## src/rtl/mem_lsu_stage.sv

```systemverilog
// mem_lsu_stage: load/store memory stage on a req/gnt/rvalid bus, with registered writeback outputs.
// Revision 1.0
`default_nettype none

module mem_lsu_stage #(
  parameter int ADDR_W      = 32,
  parameter int REG_AW      = 5,
  parameter int RSP_TIMEOUT = 0
) (
  input  logic              clk,
  input  logic              rst,
  input  logic              valid_i,
  input  logic              load_i,
  input  logic              store_i,
  input  logic [2:0]        funct3_i,
  input  logic [ADDR_W-1:0] addr_i,
  input  logic [31:0]       store_data_i,
  input  logic [31:0]       reg_wdata_i,
  input  logic              reg_we_i,
  input  logic [REG_AW-1:0] reg_waddr_i,
  input  logic              jump_flag_i,
  input  logic [31:0]       jump_addr_i,
  output logic              stall_o,
  output logic              bus_req_o,
  output logic              bus_we_o,
  output logic [ADDR_W-1:0] bus_addr_o,
  output logic [31:0]       bus_wdata_o,
  output logic [3:0]        bus_be_o,
  input  logic              bus_gnt_i,
  input  logic              bus_rvalid_i,
  input  logic [31:0]       bus_rdata_i,
  output logic              wb_valid_o,
  output logic [31:0]       reg_wdata_o,
  output logic              reg_we_o,
  output logic [REG_AW-1:0] reg_waddr_o,
  output logic              jump_flag_o,
  output logic [31:0]       jump_addr_o,
  output logic              misalign_o,
  output logic              access_err_o
);

  localparam int CW = (RSP_TIMEOUT > 1) ? $clog2(RSP_TIMEOUT) : 1;

  typedef enum logic [1:0] {S_IDLE = 2'd0, S_REQ = 2'd1, S_WAIT = 2'd2} state_t;

  state_t            state;
  logic [CW-1:0]     cnt;
  logic [ADDR_W-1:0] q_addr;
  logic              q_store;
  logic [3:0]        q_be;
  logic [31:0]       q_wdata;
  logic [2:0]        q_funct3;
  logic [1:0]        q_off;
  logic [REG_AW-1:0] q_waddr;
  logic              q_regwe;
  logic              q_jf;
  logic [31:0]       q_ja;

  logic        is_mem, ld_ok, st_ok, illegal, misaligned, issue, tmo;
  logic [3:0]  in_be;
  logic [31:0] in_wd, lane, ld_ext;

  assign is_mem     = valid_i & (load_i | store_i);
  assign ld_ok      = funct3_i inside {3'b000, 3'b001, 3'b010, 3'b100, 3'b101};
  assign st_ok      = funct3_i inside {3'b000, 3'b001, 3'b010};
  assign illegal    = (load_i & store_i) | (load_i & ~ld_ok) | (store_i & ~st_ok);
  assign misaligned = ((funct3_i[1:0] == 2'b01) & addr_i[0]) |
                      ((funct3_i[1:0] == 2'b10) & (addr_i[1:0] != 2'b00));
  // Gating with rst keeps the bus quiet while reset is held, even with a stalled instruction still presented.
  assign issue      = rst & (state == S_IDLE) & is_mem & ~illegal & ~misaligned;
  assign tmo        = (RSP_TIMEOUT != 0) && (cnt == CW'(RSP_TIMEOUT - 1));

  always_comb begin
    in_be = 4'b1111;
    in_wd = '0;
    if (store_i) begin
      case (funct3_i[1:0])
        2'b00: begin
          in_be = 4'b0001 << addr_i[1:0];
          in_wd = {4{store_data_i[7:0]}};
        end
        2'b01: begin
          in_be = 4'b0011 << addr_i[1:0];
          in_wd = {2{store_data_i[15:0]}};
        end
        default: in_wd = store_data_i;
      endcase
    end
  end

  always_comb begin
    bus_req_o   = 1'b0;
    bus_we_o    = 1'b0;
    bus_addr_o  = '0;
    bus_wdata_o = '0;
    bus_be_o    = '0;
    if (issue) begin
      bus_req_o   = 1'b1;
      bus_we_o    = store_i;
      bus_addr_o  = {addr_i[ADDR_W-1:2], 2'b00};
      bus_wdata_o = in_wd;
      bus_be_o    = in_be;
    end else if (state == S_REQ) begin
      bus_req_o   = 1'b1;
      bus_we_o    = q_store;
      bus_addr_o  = q_addr;
      bus_wdata_o = q_wdata;
      bus_be_o    = q_be;
    end
  end

  assign stall_o = issue |
                   ((state == S_REQ)  & ~(tmo & ~bus_gnt_i)) |
                   ((state == S_WAIT) & ~bus_rvalid_i & ~tmo);

  assign lane = bus_rdata_i >> {q_off, 3'b000};

  always_comb begin
    case (q_funct3)
      3'b000:  ld_ext = {{24{lane[7]}}, lane[7:0]};
      3'b001:  ld_ext = {{16{lane[15]}}, lane[15:0]};
      3'b100:  ld_ext = {24'd0, lane[7:0]};
      3'b101:  ld_ext = {16'd0, lane[15:0]};
      default: ld_ext = lane;
    endcase
  end

  always_ff @(posedge clk or negedge rst) begin
    if (!rst) begin
      state        <= S_IDLE;
      cnt          <= '0;
      q_addr       <= '0;
      q_store      <= 1'b0;
      q_be         <= '0;
      q_wdata      <= '0;
      q_funct3     <= '0;
      q_off        <= '0;
      q_waddr      <= '0;
      q_regwe      <= 1'b0;
      q_jf         <= 1'b0;
      q_ja         <= '0;
      wb_valid_o   <= 1'b0;
      reg_wdata_o  <= '0;
      reg_we_o     <= 1'b0;
      reg_waddr_o  <= '0;
      jump_flag_o  <= 1'b0;
      jump_addr_o  <= '0;
      misalign_o   <= 1'b0;
      access_err_o <= 1'b0;
    end else begin
      wb_valid_o   <= 1'b0;
      reg_we_o     <= 1'b0;
      jump_flag_o  <= 1'b0;
      misalign_o   <= 1'b0;
      access_err_o <= 1'b0;
      case (state)
        S_IDLE: begin
          if (valid_i) begin
            if (!is_mem || illegal || misaligned) begin
              wb_valid_o   <= 1'b1;
              reg_wdata_o  <= reg_wdata_i;
              reg_we_o     <= reg_we_i & ~is_mem;
              reg_waddr_o  <= reg_waddr_i;
              jump_flag_o  <= jump_flag_i;
              jump_addr_o  <= jump_addr_i;
              misalign_o   <= is_mem & ~illegal & misaligned;
              access_err_o <= is_mem & illegal;
            end else begin
              q_addr   <= {addr_i[ADDR_W-1:2], 2'b00};
              q_store  <= store_i;
              q_be     <= in_be;
              q_wdata  <= in_wd;
              q_funct3 <= funct3_i;
              q_off    <= addr_i[1:0];
              q_waddr  <= reg_waddr_i;
              q_regwe  <= reg_we_i & load_i;
              q_jf     <= jump_flag_i;
              q_ja     <= jump_addr_i;
              cnt      <= '0;
              state    <= bus_gnt_i ? S_WAIT : S_REQ;
            end
          end
        end
        S_REQ: begin
          if (bus_gnt_i) begin
            cnt   <= '0;
            state <= S_WAIT;
          end else if (tmo) begin
            wb_valid_o   <= 1'b1;
            access_err_o <= 1'b1;
            reg_waddr_o  <= q_waddr;
            jump_flag_o  <= q_jf;
            jump_addr_o  <= q_ja;
            state        <= S_IDLE;
          end else begin
            cnt <= cnt + 1'b1;
          end
        end
        S_WAIT: begin
          if (bus_rvalid_i) begin
            wb_valid_o  <= 1'b1;
            reg_wdata_o <= q_store ? 32'd0 : ld_ext;
            reg_we_o    <= q_regwe;
            reg_waddr_o <= q_waddr;
            jump_flag_o <= q_jf;
            jump_addr_o <= q_ja;
            state       <= S_IDLE;
          end else if (tmo) begin
            wb_valid_o   <= 1'b1;
            access_err_o <= 1'b1;
            reg_waddr_o  <= q_waddr;
            jump_flag_o  <= q_jf;
            jump_addr_o  <= q_ja;
            state        <= S_IDLE;
          end else begin
            cnt <= cnt + 1'b1;
          end
        end
        default: state <= S_IDLE;
      endcase
    end
  end

endmodule

`default_nettype wire

```

## config.mk

```make
export PLATFORM = sky130hd
export DESIGN_NAME = mem_lsu_stage
export DESIGN_NICKNAME = d
export VERILOG_FILES = /design/src/rtl/mem_lsu_stage.sv
export SDC_FILE = /design/constraint.sdc
export NUM_CORES = 1
export LEC_CHECK = 0
export CORE_MARGIN = 8
export CORE_UTILIZATION = 34
export DETAILED_ROUTE_END_ITERATION = 7
export PLACE_DENSITY_LB_ADDON = 0.1
export SYNTH_ARGS = -nofsm -noshare
export SYNTH_HDL_FRONTEND = slang
export SYNTH_SLANG_ARGS = --single-unit
```

## constraint.sdc

```tcl
create_clock -name clk -period 4.9 [get_ports clk]
set_clock_uncertainty 0.15 [all_clocks]
set_input_delay 1.225 -clock clk [delete_from_list [all_inputs] [get_ports clk]]
set_output_delay 1.225 -clock clk [all_outputs]
set_load 0.03 [all_outputs]
```

==> results_dict.tcl <==
set metrics [dict create \
    result_of_the_run "finished, final reports clean" \
    clock_latency_ns 0.42 \
    multi_input_logic_area_um2 4700 \
    count_of_instances_resized_after_the_clock_tree_is_built 0 \
    synth_simple_gate_area_frac 0.193 \
    antenna_left 0 \
    setup.worst_path.end_class "output port" \
    cts_made_buffers 17 \
    tritoncts "built" \
    firstDrtPassIters 7 \
    ys_seq_elements 187 \
    type_of_origin_of_the_critical_path "input port" \
    antenna_found_initial 8 \
    detailed_place.area_um2 13200 \
    fp.dieH_um 185 \
    clock_sink_count 187 \
    hpwl_um 23800 \
    cts.root.buffer_cell "sky130_fd_sc_hd__clkbuf_16" \
    clockPowerShare 0.243 \
    worst_path_required_ns 3.52 \
    synthMuxAreaShare 0.133 \
    netlist-cell-type-count 46 \
    vias 8718 \
    port-buffer-count 319 \
    final_layout_size_suffix_gt1_frac 0.152 \
    compound_cell_area_share_of_the_yosys_netlist 0.150 \
    finish.instance_area_um2 13800 \
    sequential_cell_area_um2 4680 \
    synth_top_family_by_area "simple AND/OR/NAND/NOR gates" \
    setup_crit_start "store_i" \
    totalNegativeSetupSlack_ns 0 \
    post-synth-top-area-cell "sky130_fd_sc_hd__dfrtp_1" \
    synthAdderAreaFrac 0 \
    share_comb_of_total_power 0.361 \
    finalCoreUtilization 0.487 \
    synth_seq_area_share 0.481 \
    clkSlewWorstSetupHoldPaths_ns 0.07 \
    critPathCapture "bus_wdata_o[9]" \
    crit_path_max_fanout 25 \
    power_density_nw_per_um2 413 \
    final_common_cell "sky130_fd_sc_hd__nand2_1" \
    mostFrequentLayoutCells "sky130_fd_sc_hd__nand2_1 (431), sky130_fd_sc_hd__clkdlybuf4s50_1 (249), sky130_fd_sc_hd__dfrtp_1 (187), sky130_fd_sc_hd__buf_4 (97), sky130_fd_sc_hd__mux2_4 (50)" \
    dieWidth_um 185 \
    post_drt_wl_per_cell_um 19.0 \
    headroom_to_the_max_slew_limit 0.293 \
    setup-violations-final 0 \
    grt_setup_unrepaired "no" \
    crit-reg2reg-launch "q_off[1]" \
    fillerInstances 2756 \
    syn_to_final_growth_pct 42.2 \
    finalCritPeriodShare 0.974 \
    r2r_setup_slack_ns 1.74 \
    grt_overflow_total 0 \
    internal_power_mw 3.70 \
    cts_max_level 4 \
    floorplan.io_pins 322 \
    grt_max_degree 98 \
    cts-hold-fix-buffers 0 \
    globalplace.congestion 0.823 \
    synth.top_cell.area_share 0.481 \
    grt_pass1_wl_um 52100 \
    netlist_area_um2 9720 \
    seq_pwr_share 0.396 \
    vdd_drop_max_mv 0.226 \
    worstRegToRegCells 5 \
    ys_async_sr_fraction 1.00 \
    number_of_flops_mapped_to_enable_cells_by_yosys 0 \
    synth-xor-area-share 0 \
    worst_ep_arrival_time_ns 3.40 \
    cts_setup_buffers 0 \
    post_drt_via_cell_ratio 4.98 \
    cap_violations 0 \
    grt_pass1_vias 9031 \
    post_synth_inst_count 1063 \
    synth_flop_cell "sky130_fd_sc_hd__dfrtp_1" \
    crit_type "in2out" \
    post_synth_main_area_contributors "sky130_fd_sc_hd__dfrtp_1 (48%), sky130_fd_sc_hd__nand2_1 (17%), sky130_fd_sc_hd__mux2_4 (7.7%)" \
    nNetsFinal 1531 \
    worst_pin_slew_ns 1.06 \
    r2r_end "reg_wdata_o[28]" \
    leakage_nw 6.44 \
    maxClockFrequency_mhz 210 \
    period_minus_slack_ns 4.77 \
    syn_avg_cell_area_um2 9.15 \
    switchingPower_mw 2.01 \
    global_route.usage.total 0.194 \
    area_enclosed_by_the_die_boundary_um2 34300 \
    hold_violations 0 \
    ys_warn_count 0 \
    dr.first_iter.drc_count 619 \
    finalMaxSlewViolations 0 \
    drt_drc_violations_left 0 \
    min_path_type "reg2reg" \
    swShare 0.352 \
    cts.path.max_buffers 2 \
    route.final.wire_length_um 33300 \
    fp-row-count 62 \
    starting_utilization_of_the_core_area 0.342 \
    coreArea_um2 28400 \
]
==> logic make-up after synthesis <==
| kind of cell | after synthesis |
|---|---|
| and+or+nand+nor | 481 |
| AOI/OAI and AO/OA | 205 |
| DFF | 187 |
| muxes | 102 |
| buffers and inverters | 87 |
| other | 1 |
==> how the worst min path moves through the flow <==
stage / slack (ns) / end / cells past startpoint / startpoint
2_1_floorplan: 0.29 / q_regwe / 2 / q_regwe
3_3_place_gp: 0.30 / q_regwe / 2 / q_regwe
3_5_place_dp: 0.31 / q_wdata[3] / 2 / q_wdata[3]
4_1_cts: 0.33 / q_ja[26] / 2 / q_ja[26]
5_1_grt: 0.35 / q_ja[31] / 2 / q_ja[31]
6_report: 0.32 / q_ja[30] / 2 / q_ja[30]
==> power by group through the flow <==
stage / combinational [mW] / clock [mW] / sequential (mW)
finish: 2.06 / 1.39 / 2.26
global placement: 2.05 / 0 / 2.29
global route: 2.23 / 1.49 / 2.33
CTS: 2.08 / 1.44 / 2.26
detailed placement: 2.08 / 0 / 2.28
floorplan: 0.918 / 0 / 2.57
==> cell type report <==
| cell class | instances | share of cell area |
|---|---|---|
| Sequential cell | 187 | 0.338 |
| Tap cell | 384 | 0.0347 |
| Timing Repair Buffer | 354 | 0.243 |
| Multi-Input combinational cell | 790 | 0.340 |
| Clock inverter | 12 | 0.0101 |
| Antenna cell | 3 | 0.000543 |
| Clock buffer | 18 | 0.0318 |
| Inverter | 4 | 0.00109 |
==> state kept, by name, summed over array words and instances (netlist names), 3 cells and up <==
register / cells
q_funct3: 3
q_waddr: 5
reg_wdata_o: 32
q_addr: 30
q_wdata: 32
q_be: 4
reg_waddr_o: 5
q_ja: 32
jump_addr_o: 32
==> routing by layer <==
layer  global-route usage  part of all wire  vias up
met5                    0            0.0022        -
met4               0.0487             0.014       12
met3               0.0628             0.072       33
met2                0.298              0.45      268
met1                0.261              0.46     4199
li1                     -                 -     4206
==> cell usage after synthesis (2+ instances only) <==
library cell / instances
sky130_fd_sc_hd__buf_1: 7
sky130_fd_sc_hd__buf_2: 15
sky130_fd_sc_hd__mux2_1: 3
sky130_fd_sc_hd__nand2_1: 431
sky130_fd_sc_hd__mux2i_1: 40
sky130_fd_sc_hd__inv_1: 3
sky130_fd_sc_hd__o21ai_0: 29
sky130_fd_sc_hd__nor2b_1: 4
sky130_fd_sc_hd__a21o_1: 2
sky130_fd_sc_hd__a211oi_1: 23
sky130_fd_sc_hd__buf_4: 2
sky130_fd_sc_hd__dfrtp_1: 187
sky130_fd_sc_hd__a21oi_1: 12
sky130_fd_sc_hd__a31oi_1: 17
sky130_fd_sc_hd__buf_6: 7
sky130_fd_sc_hd__o31ai_1: 25
sky130_fd_sc_hd__a22o_1: 49
sky130_fd_sc_hd__mux2_2: 8
sky130_fd_sc_hd__o21ai_1: 20
sky130_fd_sc_hd__nand3_1: 10
sky130_fd_sc_hd__a211o_1: 2
sky130_fd_sc_hd__nor2_1: 23
sky130_fd_sc_hd__nand2b_1: 4
sky130_fd_sc_hd__mux2_4: 50
sky130_fd_sc_hd__a22oi_1: 16
sky130_fd_sc_hd__clkbuf_1: 52
sky130_fd_sc_hd__or3_1: 2
sky130_fd_sc_hd__a32o_1: 2
==> per-stage QoR <==
step | total power, mW | hold WS [ns] | std cells | setup WS [ns]
floorplan | 3.48 | 0.289 | 1064 | 0.00699
global placement | 4.35 | 0.301 | 1719 | 0.123
detailed placement | 4.36 | 0.311 | 1719 | 0.0858
CTS | 5.78 | 0.330 | 1749 | 0.0720
global route | 6.04 | 0.354 | 1751 | 0.0414
finish | 5.71 | 0.324 | 1752 | 0.128
==> critical path, cell delays in order <==
cell and delay [ns]:
sky130_fd_sc_hd__clkdlybuf4s50_1 0.49, sky130_fd_sc_hd__inv_2 0.07, sky130_fd_sc_hd__a2111o_1 0.44, sky130_fd_sc_hd__a2111oi_4 0.39
sky130_fd_sc_hd__nand2_1 0.16, sky130_fd_sc_hd__buf_12 0.19, sky130_fd_sc_hd__o21ai_0 0.22, sky130_fd_sc_hd__buf_4 0.20
Note: power is estimated with default switching activity, not from simulation.
